## src/rtl/multicycle_ctrl_if.sv

```systemverilog
// Unified memory port shared by instruction fetch and data access.
// The controller drives the request side; memory answers with mem_ready.
interface multicycle_ctrl_if;
  logic mem_req;
  logic mem_ready;
  logic iord;
  logic memRead;
  logic memWrite;

  modport master (output mem_req, iord, memRead, memWrite, input mem_ready);
  modport slave  (input mem_req, iord, memRead, memWrite, output mem_ready);
endinterface

```

## src/rtl/multicycle_ctrl.sv

```systemverilog
// Multicycle FETCH/DECODE/EXEC/MEM/WB sequencer for the MIPS-subset datapath.
// Control outputs are decoded from state and the opcode latched at fetch.
module multicycle_ctrl #(
  parameter int CNT_W = 32
) (
  input  logic             clk,
  input  logic             rst,
  input  logic             run,
  input  logic [5:0]       opcode,
  multicycle_ctrl_if.master mem,
  output logic             ir_write,
  output logic             pc_write,
  output logic             regDst,
  output logic             jump,
  output logic             branch,
  output logic             memToReg,
  output logic [3:0]       aluOp,
  output logic             aluSrc,
  output logic             regWrite,
  output logic             illegal,
  output logic [2:0]       state,
  output logic [CNT_W-1:0] retired
);
  localparam logic [2:0] S_FETCH = 3'd0, S_DECODE = 3'd1, S_EXEC = 3'd2,
                         S_MEM = 3'd3, S_WB = 3'd4;

  logic [2:0]       state_q, state_d;
  logic [5:0]       opcode_q, opcode_d;
  logic [CNT_W-1:0] retired_q, retired_d;
  logic             fetch_busy_q, fetch_busy_d;
  logic             mem_req_c, iord_c, mem_read_c, mem_write_c, retire;

  logic is_r, is_lui, is_bsw, is_lw, is_sw, is_imm, is_br, is_j, legal;
  logic [3:0] alu_code;

  always_comb begin
    is_r   = (opcode_q == 6'b000000);
    is_lui = (opcode_q == 6'b001111);
    is_bsw = (opcode_q == 6'b011111);
    is_lw  = (opcode_q == 6'b100011);
    is_sw  = (opcode_q == 6'b101011);
    is_j   = (opcode_q == 6'b000010);
    is_imm = (opcode_q[5:3] == 3'b001) && (opcode_q != 6'b001111);
    is_br  = (opcode_q == 6'b000011) || (opcode_q == 6'b000100) ||
             (opcode_q == 6'b000001) || (opcode_q == 6'b000101);
    legal  = is_r | is_lui | is_bsw | is_lw | is_sw | is_j | is_imm | is_br;
    case (opcode_q)
      6'b000000: alu_code = 4'b0010;
      6'b001111: alu_code = 4'b1001;
      6'b011111: alu_code = 4'b1111;
      6'b001100: alu_code = 4'b0100;
      6'b001101: alu_code = 4'b0101;
      6'b001110: alu_code = 4'b0111;
      6'b001010, 6'b001011: alu_code = 4'b0110;
      6'b000011: alu_code = 4'b1000;
      6'b000100: alu_code = 4'b0001;
      6'b000001: alu_code = 4'b0011;
      6'b000101: alu_code = 4'b1011;
      default:   alu_code = 4'b0000;
    endcase
  end

  always_comb begin
    state_d = state_q;  opcode_d = opcode_q;  fetch_busy_d = fetch_busy_q;
    mem_req_c = 1'b0;  iord_c = 1'b0;  mem_read_c = 1'b0;  mem_write_c = 1'b0;
    ir_write = 1'b0;  pc_write = 1'b0;  regDst = 1'b0;  jump = 1'b0;
    branch = 1'b0;  memToReg = 1'b0;  aluOp = 4'b0000;  aluSrc = 1'b0;
    regWrite = 1'b0;  illegal = 1'b0;  retire = 1'b0;
    case (state_q)
      S_FETCH: begin
        // Once a fetch has been requested it is held even if run drops.
        if (run || fetch_busy_q) begin
          mem_req_c  = 1'b1;
          mem_read_c = 1'b1;
          if (mem.mem_ready) begin
            ir_write     = 1'b1;
            pc_write     = 1'b1;
            opcode_d     = opcode;
            fetch_busy_d = 1'b0;
            state_d      = S_DECODE;
          end else begin
            fetch_busy_d = 1'b1;
          end
        end
      end
      S_DECODE: begin
        if (is_j) begin
          jump = 1'b1;  pc_write = 1'b1;  retire = 1'b1;  state_d = S_FETCH;
        end else if (!legal) begin
          illegal = 1'b1;  state_d = S_FETCH;
        end else begin
          state_d = S_EXEC;
        end
      end
      S_EXEC: begin
        aluOp  = alu_code;
        aluSrc = is_imm | is_lui | is_lw | is_sw;
        if (is_br) begin
          branch = 1'b1;  retire = 1'b1;  state_d = S_FETCH;
        end else if (is_lw || is_sw) begin
          state_d = S_MEM;
        end else begin
          state_d = S_WB;
        end
      end
      S_MEM: begin
        mem_req_c   = 1'b1;
        iord_c      = 1'b1;
        aluSrc      = 1'b1;
        mem_read_c  = is_lw;
        mem_write_c = is_sw;
        if (mem.mem_ready) begin
          if (is_sw) begin
            retire = 1'b1;  state_d = S_FETCH;
          end else begin
            state_d = S_WB;
          end
        end
      end
      S_WB: begin
        regWrite = 1'b1;
        regDst   = is_r | is_bsw;
        memToReg = is_lw;
        retire   = 1'b1;
        state_d  = S_FETCH;
      end
      default: state_d = S_FETCH;
    endcase
    retired_d = retired_q + CNT_W'(retire);
    // Reset masks every control output, including mid-handshake.
    if (rst) begin
      mem_req_c = 1'b0;  iord_c = 1'b0;  mem_read_c = 1'b0;  mem_write_c = 1'b0;
      ir_write = 1'b0;  pc_write = 1'b0;  regDst = 1'b0;  jump = 1'b0;
      branch = 1'b0;  memToReg = 1'b0;  aluOp = 4'b0000;  aluSrc = 1'b0;
      regWrite = 1'b0;  illegal = 1'b0;
    end
  end

  always_ff @(posedge clk) begin
    if (rst) begin
      state_q      <= S_FETCH;
      opcode_q     <= 6'd0;
      retired_q    <= '0;
      fetch_busy_q <= 1'b0;
    end else begin
      state_q      <= state_d;
      opcode_q     <= opcode_d;
      retired_q    <= retired_d;
      fetch_busy_q <= fetch_busy_d;
    end
  end

  assign mem.mem_req  = mem_req_c;
  assign mem.iord     = iord_c;
  assign mem.memRead  = mem_read_c;
  assign mem.memWrite = mem_write_c;
  assign state        = state_q;
  assign retired      = retired_q;
endmodule
```

## src/flat_wrapper.sv

```systemverilog
// flat-port wrapper written by rule: the top's interface ports become plain ports
module multicycle_ctrl_flat 
#(
  parameter int CNT_W = 32
)
  (clk, rst, run, opcode, ir_write, pc_write, regDst, jump, branch, memToReg, aluOp, aluSrc, regWrite, illegal, state, retired, mem_mem_req, mem_iord, mem_memRead, mem_memWrite, mem_mem_ready);
  multicycle_ctrl_if mem_i ();
  input  logic clk;
  input  logic rst;
  input  logic run;
  input  logic [5:0] opcode;
  output logic ir_write;
  output logic pc_write;
  output logic regDst;
  output logic jump;
  output logic branch;
  output logic memToReg;
  output logic [3:0] aluOp;
  output logic aluSrc;
  output logic regWrite;
  output logic illegal;
  output logic [2:0] state;
  output logic [CNT_W-1:0] retired;
  output wire logic [$bits(mem_i.mem_req)-1:0] mem_mem_req;
  output wire logic [$bits(mem_i.iord)-1:0] mem_iord;
  output wire logic [$bits(mem_i.memRead)-1:0] mem_memRead;
  output wire logic [$bits(mem_i.memWrite)-1:0] mem_memWrite;
  input wire logic [$bits(mem_i.mem_ready)-1:0] mem_mem_ready;
  assign mem_mem_req = mem_i.mem_req;
  assign mem_iord = mem_i.iord;
  assign mem_memRead = mem_i.memRead;
  assign mem_memWrite = mem_i.memWrite;
  assign mem_i.mem_ready = mem_mem_ready;
  multicycle_ctrl #(.CNT_W(CNT_W)) u_core (.clk(clk), .rst(rst), .run(run), .opcode(opcode), .mem(mem_i), .ir_write(ir_write), .pc_write(pc_write), .regDst(regDst), .jump(jump), .branch(branch), .memToReg(memToReg), .aluOp(aluOp), .aluSrc(aluSrc), .regWrite(regWrite), .illegal(illegal), .state(state), .retired(retired));
endmodule
```

## config.mk

```make
export PLATFORM = sky130hd
export DESIGN_NAME = multicycle_ctrl_flat
export DESIGN_NICKNAME = d
export VERILOG_FILES = /design/src/rtl/multicycle_ctrl_if.sv /design/src/rtl/multicycle_ctrl.sv /design/src/flat_wrapper.sv
export SDC_FILE = /design/constraint.sdc
export NUM_CORES = 1
export LEC_CHECK = 0
export CORE_ASPECT_RATIO = 2
export CORE_UTILIZATION = 46
export CTS_BUF_LIST = sky130_fd_sc_hd__clkbuf_4
export DETAILED_ROUTE_END_ITERATION = 16
export GPL_ROUTABILITY_DRIVEN = 0
export GPL_TIMING_DRIVEN = 0
export PLACE_DENSITY_LB_ADDON = 0.2
export SYNTH_ARGS = -nofsm -noshare
export SYNTH_HDL_FRONTEND = slang
export SYNTH_SLANG_ARGS = --single-unit
```

## constraint.sdc

```tcl
create_clock -name clk -period 4.15 [get_ports clk]
set_clock_uncertainty 0.2 [all_clocks]
set_input_delay 0.83 -clock clk [delete_from_list [all_inputs] [get_ports clk]]
set_output_delay 0.83 -clock clk [all_outputs]
set_load 0.01 [all_outputs]
```

=== Word-level counts from Yosys, hierarchy flattened ===
Memory sizes are Yosys's and may differ from the RTL's. A register that Yosys moved wholly into a read port is not among the register bits.
Cells that the tools add are included.

* Flip-flop bits (word level): 42
* Memory bits (read-only): 128
* Input bits: 10
* Output and inout bits: 52
* Word-level logic and storage cells: 97
* Memories: 1

* Add/sub/neg operators: 1
* Eq/ne operators: 18
* Mux-type cells: 51
* Bitwise logic cells: 11
* Reduce and logical (&&, ||, !) cells: 11

{| class="wikitable"
|+ Memory list
! name !! words !! bits a word !! rd ports !! clocked after Yosys merged registers in !! write ports !! line !! source
|-
| (name not given) || 32 || 4 || 1 || 1 || 0 || multicycle_ctrl.sv:47 || <nowiki>case (opcode_q)</nowiki>
|}

{| class="wikitable"
|+ Operators by type and width
! kind !! number
|-
| 32-bit by 1-bit adder with 32-bit output || 1
|-
| 1-bit 2-to-1 mux || 32
|-
| 3-bit 2-to-1 mux || 7
|-
| 6-bit by 2-bit == test with 1-bit output, second input constant || 2
|-
| 6-bit by 3-bit == test with 1-bit output, second input constant || 2
|-
| 6-bit == test, second input constant || 2
|-
| 4-bit 2-to-1 mux || 3
|-
| 3-bit case mux with 4 select lines || 1
|-
| 1-bit OR || 11
|-
| 5-bit 2-to-1 mux || 2
|-
| 1-bit case mux with 2 select lines || 4
|-
| 3-bit by 1-bit == test with 1-bit output, second input constant || 2
|-
| 3-bit by 2-bit == test with 1-bit output, second input constant || 2
|-
| 6-bit by 1-bit == test with 1-bit output, second input constant || 1
|-
| 6-bit by 4-bit == test with 1-bit output, second input constant || 1
|-
| 6-bit by 5-bit == test with 1-bit output, second input constant || 1
|-
| 6-bit zero test || 1
|-
| 6-bit by 4-bit != test with 1-bit output, second input constant || 1
|-
| 3-bit AND reduction || 2
|-
| 1-bit logical OR || 5
|-
| 2-bit != test, second input constant || 2
|-
| 1-bit case mux with 4 select lines || 1
|-
| 3-bit == test, second input constant || 1
|-
| 3-bit zero test || 1
|-
| 4 further kinds || 4
|}

=== Depth between registers and ports, before layout ===
Gate-level depths: netlist of run 1.

* Word-level depth: 12
* Depth in mapped cells: 13

=== Least setup slack after synthesis of run 1 ===
Ideal clock, no wire load.

* Kind: in2out
* From: in rst
* To: out mem_iord
* Arrival time: 1.768 ns
* Data required time: 3.120 ns
* Setup slack: 1.352 ns
* Cell stages on the path: 4
* Path through: clkbuf_1 > clkbuf_1 > buf_1 > nor2_1

* Cells in the longest elaborated chain, start to end: 1

{| class="wikitable"
|+ Ends and longest elaborated chain
! item !! line !! source
|-
| start, declared || flat_wrapper.sv:9 || <nowiki>input logic rst;</nowiki>
|-
| 1-bit 2-to-1 mux || multicycle_ctrl.sv:131 || <nowiki>if (rst) begin</nowiki>
|-
| end, declared || flat_wrapper.sv:25 || <nowiki>output wire logic [$bits(mem_i.iord)-1:0] mem_iord;</nowiki>
|}

Every way passes these cells.

=== Worst setup path in the final report of run 1 ===
* From: in mem_mem_ready
* To: out pc_write

* Cells in the longest elaborated chain, start to end: 4

{| class="wikitable"
|+ Ends and longest elaborated chain
! item !! line !! source
|-
| start, declared || flat_wrapper.sv:28 || <nowiki>input wire logic [$bits(mem_i.mem_ready)-1:0] mem_mem_ready;</nowiki>
|-
| 1-bit 2-to-1 mux || multicycle_ctrl.sv:75 || <nowiki>if (mem.mem_ready) begin</nowiki>
|-
| 1-bit 2-to-1 mux || multicycle_ctrl.sv:72 || <nowiki>if (run || fetch_busy_q) begin</nowiki>
|-
| 1-bit case mux with 2 select lines || multicycle_ctrl.sv:69 || <nowiki>case (state_q)</nowiki>
|-
| 1-bit 2-to-1 mux || multicycle_ctrl.sv:131 ||
|-
| end, declared || flat_wrapper.sv:13 || <nowiki>output logic pc_write;</nowiki>
|}

Every way passes these cells.

==> reports/results.ini, run 1 <==
[outcome]
status=completed

[grt]
antenna_found_initial=0
grt_pass1_vias=2446
grt_overflow=0
grt_pass1_wl_um=11000
grt.total_usage=0.252
grt_max_degree=14

[sta]
finalCritPeriodShare=0.932
slew_headroom=0.685
worst_slew_pin_slew_ns=0.461
setup-tns-final_ns=0
setup_violations=0
maxSlewViolCount=0
hold_violations=0
period_minus_slack_ns=3.87
holdWs_ns=0.313
fmax_ghz=0.259
grt_setup_unrepaired=no

[placed_design]
dp.cells=438
place_hpwl_um=5000
portBuffers=59

[power]
power_density_nw_per_um2=267
peakVddDrop_mv=0.249
leakagePower_nw=1.10
finalPower_mw=0.872

[route]
top_layer=met4
wl_per_cell_um=14.6
drc=0
wl_met3_um=166
first_pass_iters=4
drt_wl_total_um=6500
wl_met1_um=2480
via_per_inst=5.64
dr_wl_met2_um=3700
vias=2510
drt_iter0_markers=54
antenna_left=0

[clock_network]
cts_hold_buf=0
cts_sinks=46
htreeDepth=2
clockBufferDepth=2
clk_latency_ns=0.35
cts_tree=yes
root_buffer=clkbuf_4
clk_pin_slew_ns=0.12
cts_buffers=5

[logic_synthesis]
ys_warn_count=0
yosysUniqueCellTypes=52
seq_area_frac_synth=0.365
synthCells=321
avgSynthCellArea_um2=7.87
ys_seq_elements=46
syn_area_um2=2530
syn_nets=333

[die]
chipWidth_um=54.4
io_pins=62
fp.coreArea_um2=5230
die-area_um2=5810
num_rows=37
die_h_um=107
start_util=0.483

[final_layout]
nets=399
diodes=0
layout.cells.non_filler=445
multi_input_area_um2=1460
nFillCells=502
area_growth_pct=29.2
regArea_um2=921
drive_gt1_frac=0.0775

[run]
max_cap_viol_count=0

[critical_path]
arrival_ns=2.84
worst-r2r-cell-count=12
cp-start-kind=input port
critical_path_class=input port to output port
critPathLaunch=mem_mem_ready
reg2reg_from=u_core.opcode_q[0]
endpoint_kind=output port
crit_path_max_fanout=10
cp.required_ns=3.12

[min_path]
worstHoldPathCells=2
hold_path.class=flop to flop
min_from=u_core.fetch_busy_q

==> cells in the mapped netlist (all sizes together) <==
master	instances	share of area
and3	10	0.025
nand2	31	0.046
nor3b	2	0.0079
xnor2	24	0.083
and2b	1	0.0035
and2	6	0.015
a2111oi	2	0.0069
nand4	6	0.021
or2	3	0.0074
nor4	13	0.032
nand3b	4	0.012
a311oi	3	0.010
ha	2	0.0099
nor3	17	0.034
dfxtp	46	0.36
clkbuf	13	0.024
and4b	1	0.0040
nor2	45	0.067
inv	10	0.015
or3	7	0.018
nand3	15	0.032
a21boi	1	0.0030
o311ai	1	0.0035
xor2	4	0.014
and4	4	0.014
nand2b	2	0.0050
a211oi	1	0.0030
a22oi	1	0.0030
a21oi	16	0.032
o21bai	1	0.0030
o22ai	1	0.0025
nor2b	3	0.0074
o31a	1	0.0035
a211o	1	0.0035
nor4b	3	0.013
a41oi	1	0.0035
o21ai	7	0.014
a21o	1	0.0030
a311o	1	0.0040
mux2i	1	0.0089
buf	9	0.019
==> per-layer routing <==
| metal | vias to the layer above | track usage |
|---|---|---|
| met1 | 1173 | 0.252 |
| li1 | 1250 | - |
| met2 | 75 | 0.471 |
| met5 | - | 0 |
| met3 | 12 | 0.0312 |
| met4 | 0 | 0.117 |
==> flip-flops by register name, summed over array words and instances, names as in the netlist, named ones only <==
signal	flops
u_core.state	3
u_core.retired	32
u_core.opcode_q	6
u_core.fetch_busy_q	1
==> critical path, cell delays in order <==
cell and delay [ns]:
clkdlybuf4s50_1 0.42, nor4b_2 0.17, o21ai_1 0.26, buf_2 0.31, nor2_1 0.08, or2_2 0.29
clkdlybuf4s50_1 0.48
==> area by class of cell <==
type                       instances  area share
clock inverter                     2      0.0104
inverter                          10      0.0115
timing repair buffer              59       0.181
sequential                        46       0.282
buffer                            22      0.0341
clock buffer                       5      0.0115
multi-input combinational        243       0.447
tap                               58      0.0222
==> cell usage in the layout (no fill, tap or decap), drive strengths merged, types with 2 or more instances in the layout <==
cell type / netlist / layout
a2111oi: 2 / 2
a21oi: 16 / 16
a311oi: 3 / 3
and2: 6 / 6
and3: 10 / 10
and4: 4 / 4
buf: 9 / 9
clkbuf: 13 / 18
clkdlybuf4s50: 0 / 59
dfxtp: 46 / 46
ha: 2 / 2
inv: 10 / 10
nand2: 31 / 31
nand2b: 2 / 2
nand3: 15 / 15
nand3b: 4 / 4
nand4: 6 / 6
nor2: 45 / 45
nor2b: 3 / 3
nor3: 17 / 17
nor3b: 2 / 2
nor4: 13 / 13
nor4b: 3 / 3
o21ai: 7 / 7
or2: 3 / 3
or3: 7 / 7
xnor2: 24 / 24
xor2: 4 / 4
==> power by group <==
group | switching, mW | internal [mW]
Clock | 0.138 | 0.122
Sequential | 0.00883 | 0.454
Combinational | 0.0846 | 0.0640
==> repair_timing <==
item,4_1_cts,5_1_grt
endpoints found under the hold margin,0,0
gates resized for setup,1,2
setup buffers,0,0
endpoints found under the setup margin,2,2
gates cloned,0,0
==> path summary, 6_finish.rpt <==
check | end | slack, ns
hold / removal | u_core.fetch_busy_q | 0.31
hold reg to reg | u_core.fetch_busy_q | 0.31
setup / recovery | pc_write | 0.28
setup reg to reg | u_core.retired[16] | 0.89
==> per-stage QoR <==
stage | util | cell area, um2 | setup WS, ns
2_1_floorplan | - | 2530 | 1.35
3_3_place_gp | 0.610 | 3190 | -0.0224
3_5_place_dp | 0.610 | 3190 | -0.0390
4_1_cts | 0.624 | 3260 | 0.138
5_1_grt | 0.624 | 3260 | 0.154
6_report | 0.624 | 3260 | 0.284
==> cells by family after synthesis <==
kind of cell / Yosys count / share of synthesized area
and+or+nand+nor: 173 / 0.364
DFF: 46 / 0.365
AOI/OAI and AO/OA: 39 / 0.0981
buffers and inverters: 32 / 0.0579
xor gates and xnor gates: 28 / 0.0971
adders and majority gates: 2 / 0.00990
muxes: 1 / 0.00891
(Power assumes the default switching activity.)
==> run 2, diff against run 1 <==
CTS_BUF_LIST = not set   (was sky130_fd_sc_hd__clkbuf_4)
==> run 2 against run 1 <==
Against the previous run:
- power up 9.1%
- sequential power about the same
- design area up 1.3%
- count of clock-buffer cells in the layout up 1
- via count down 0.80%
- cell count unchanged
- setup slack worse by 0.0051 ns
- non-clock buffer count unchanged
- critical path depth unchanged
- critical endpoint unchanged
- utilization up 0.79 points
- hold slack worse by 0.017 ns
==> reports/results.ini, run 2 (synthesis gave the netlist of run 1 again) <==
[die]
chipWidth_um=54.4  ; unchanged
start_util=0.483  ; unchanged
fp.coreArea_um2=5230  ; unchanged
io_pins=62  ; unchanged
die_h_um=107  ; unchanged
num_rows=37  ; unchanged
die-area_um2=5810  ; unchanged

[final_layout]
drive_gt1_frac=0.0801  ; +0.00258
regArea_um2=921  ; unchanged
final_cell_mix=clkdlybuf4s50_1 (59), dfxtp_1 (46), nor2_1 (45)
area_growth_pct=30.8
nFillCells=495  ; -1.4%
final_common_cell=clkdlybuf4s50_1
largest_reg_flops=32  ; unchanged
multi_input_area_um2=1460  ; unchanged
diodes=0  ; unchanged
nets=399  ; unchanged

[min_path]
worstHoldPathCells=2  ; unchanged
hold_end=u_core.fetch_busy_q
hold_path.class=flop to flop
min_from=u_core.fetch_busy_q

[critical_path]
endpoint_kind=output port
arrival_ns=2.84  ; about the same
r2r-end=u_core.retired[16]
cp.required_ns=3.12  ; about the same
cp-start-kind=input port
critical_path_class=input port to output port
worst-r2r-cell-count=12  ; unchanged
crit_path_max_fanout=10  ; unchanged
r2r_slack_ns=0.92  ; +0.03 ns
reg2reg_from=u_core.opcode_q[0]

[clock_network]
cts_resized=1  ; unchanged
cts_setup_buffers=0  ; unchanged
cts_buffers=5  ; unchanged
cts_tree=yes
clk_latency_ns=0.29  ; -0.06 ns
cts_hold_buf=0  ; unchanged
clk_pin_slew_ns=0.08  ; -0.04 ns
htreeDepth=2  ; unchanged
root_buffer=clkbuf_8
clockBufferDepth=2  ; unchanged
cts_sinks=46  ; unchanged

[placed_design]
dpl_worst_slack_ns=-0.0390  ; unchanged
portBuffers=59  ; unchanged
place_hpwl_um=5000  ; unchanged

[grt]
grt_pass1_wl_um=11000  ; unchanged
grt_max_degree=14  ; unchanged
grt_pass1_vias=2458  ; +0.49%
grt_overflow=0  ; unchanged
grt.total_usage=0.251  ; -0.000552
antenna_found_initial=0  ; unchanged

[route]
vias=2490  ; -0.80%
via_per_inst=5.60  ; -0.80%
drt_wl_total_um=6490  ; -0.17%
drt_iter0_markers=64  ; +19%
wl_per_cell_um=14.6  ; -0.17%
first_pass_iters=4  ; unchanged
antenna_left=0  ; unchanged
drc=0  ; unchanged

[sta]
maxSlewViolCount=0  ; unchanged
grt_setup_unrepaired=no
worst_slew_pin_slew_ns=0.471  ; +0.0103 ns
fmax_ghz=0.258  ; -0.13%
period_minus_slack_ns=3.87  ; +0.00514 ns
setup_violations=0  ; unchanged
setup-tns-final_ns=0  ; unchanged
hold_violations=0  ; unchanged
finalCritPeriodShare=0.933  ; +0.00124
worst_slack_ns=0.279  ; -0.00514 ns
slew_headroom=0.678  ; -0.00706

[run]
max_cap_viol_count=0  ; unchanged

[outcome]
status=completed

[power]
peakVddDrop_mv=0.280  ; +12%
leakagePower_nw=1.12  ; +1.7%
power_density_nw_per_um2=288  ; +7.7%

run 2: changes by cell type in the layout (fill, tap and decap cells not counted):
| cell | change |
|---|---|
| clkinv_1 | -1 |
| clkbuf_4 | -5 |
| clkbuf_8 | +6 |
run 2: worst max-delay path: stages:
cell and delay (ns):
clkdlybuf4s50_1 0.41, nor4b_2 0.17, o21ai_1 0.27, buf_2 0.31
nor2_1 0.08, or2_2 0.29, clkdlybuf4s50_1 0.48
run 2: how the worst max path moves through the flow:
stage                        startpoint  endpoint  slack (ns)  cells after the start
after global placement              rst  regWrite       -0.02                      6
final                     mem_mem_ready  pc_write        0.28                      7
after floorplan                     rst  mem_iord        1.35                      4
after detailed placement            rst  regWrite       -0.04                      6
after CTS                           rst  regWrite        0.14                      6
after global routing                rst  aluOp[1]        0.15                      7
run 2: metal layers:
layer / track usage / vias to the layer above / wire (um)
li1: - / 1244 / -
met2: 0.471 / 75 / 3660
met5: 0 / - / 0
met1: 0.251 / 1152 / 2460
met3: 0.0340 / 19 / 172
met4: 0.112 / 0 / 199
run 2: through the flow:
step | hold slack (ns) | total power [mW] | instance area [um2] | util | cells
detailed placement | 0.287 | 0.620 | 3190 | 0.610 | 438
CTS | 0.299 | 0.952 | 3300 | 0.631 | 445
global route | 0.346 | 0.989 | 3300 | 0.632 | 445
floorplan | 0.245 | 0.568 | 2530 | - | 321
finish | 0.296 | 0.951 | 3300 | 0.632 | 445
global placement | 0.283 | 0.618 | 3190 | 0.610 | 438
run 2: area by class of cell:
cell class / count / area share
Multi-Input combinational cell: 243 / 0.441
Sequential cell: 46 / 0.279
Timing Repair Buffer: 59 / 0.179
Buffer: 22 / 0.0337
Clock buffer: 6 / 0.0250
Tap cell: 58 / 0.0220
Inverter: 10 / 0.0114
Clock inverter: 1 / 0.00909
run 2: power breakdown:
part / switching [mW] / internal, mW / total [mW]
combinational: 0.0844 / 0.0640 / 0.148
sequential: 0.00874 / 0.454 / 0.462
clock: 0.147 / 0.193 / 0.340
total: 0.240 / 0.711 / 0.951
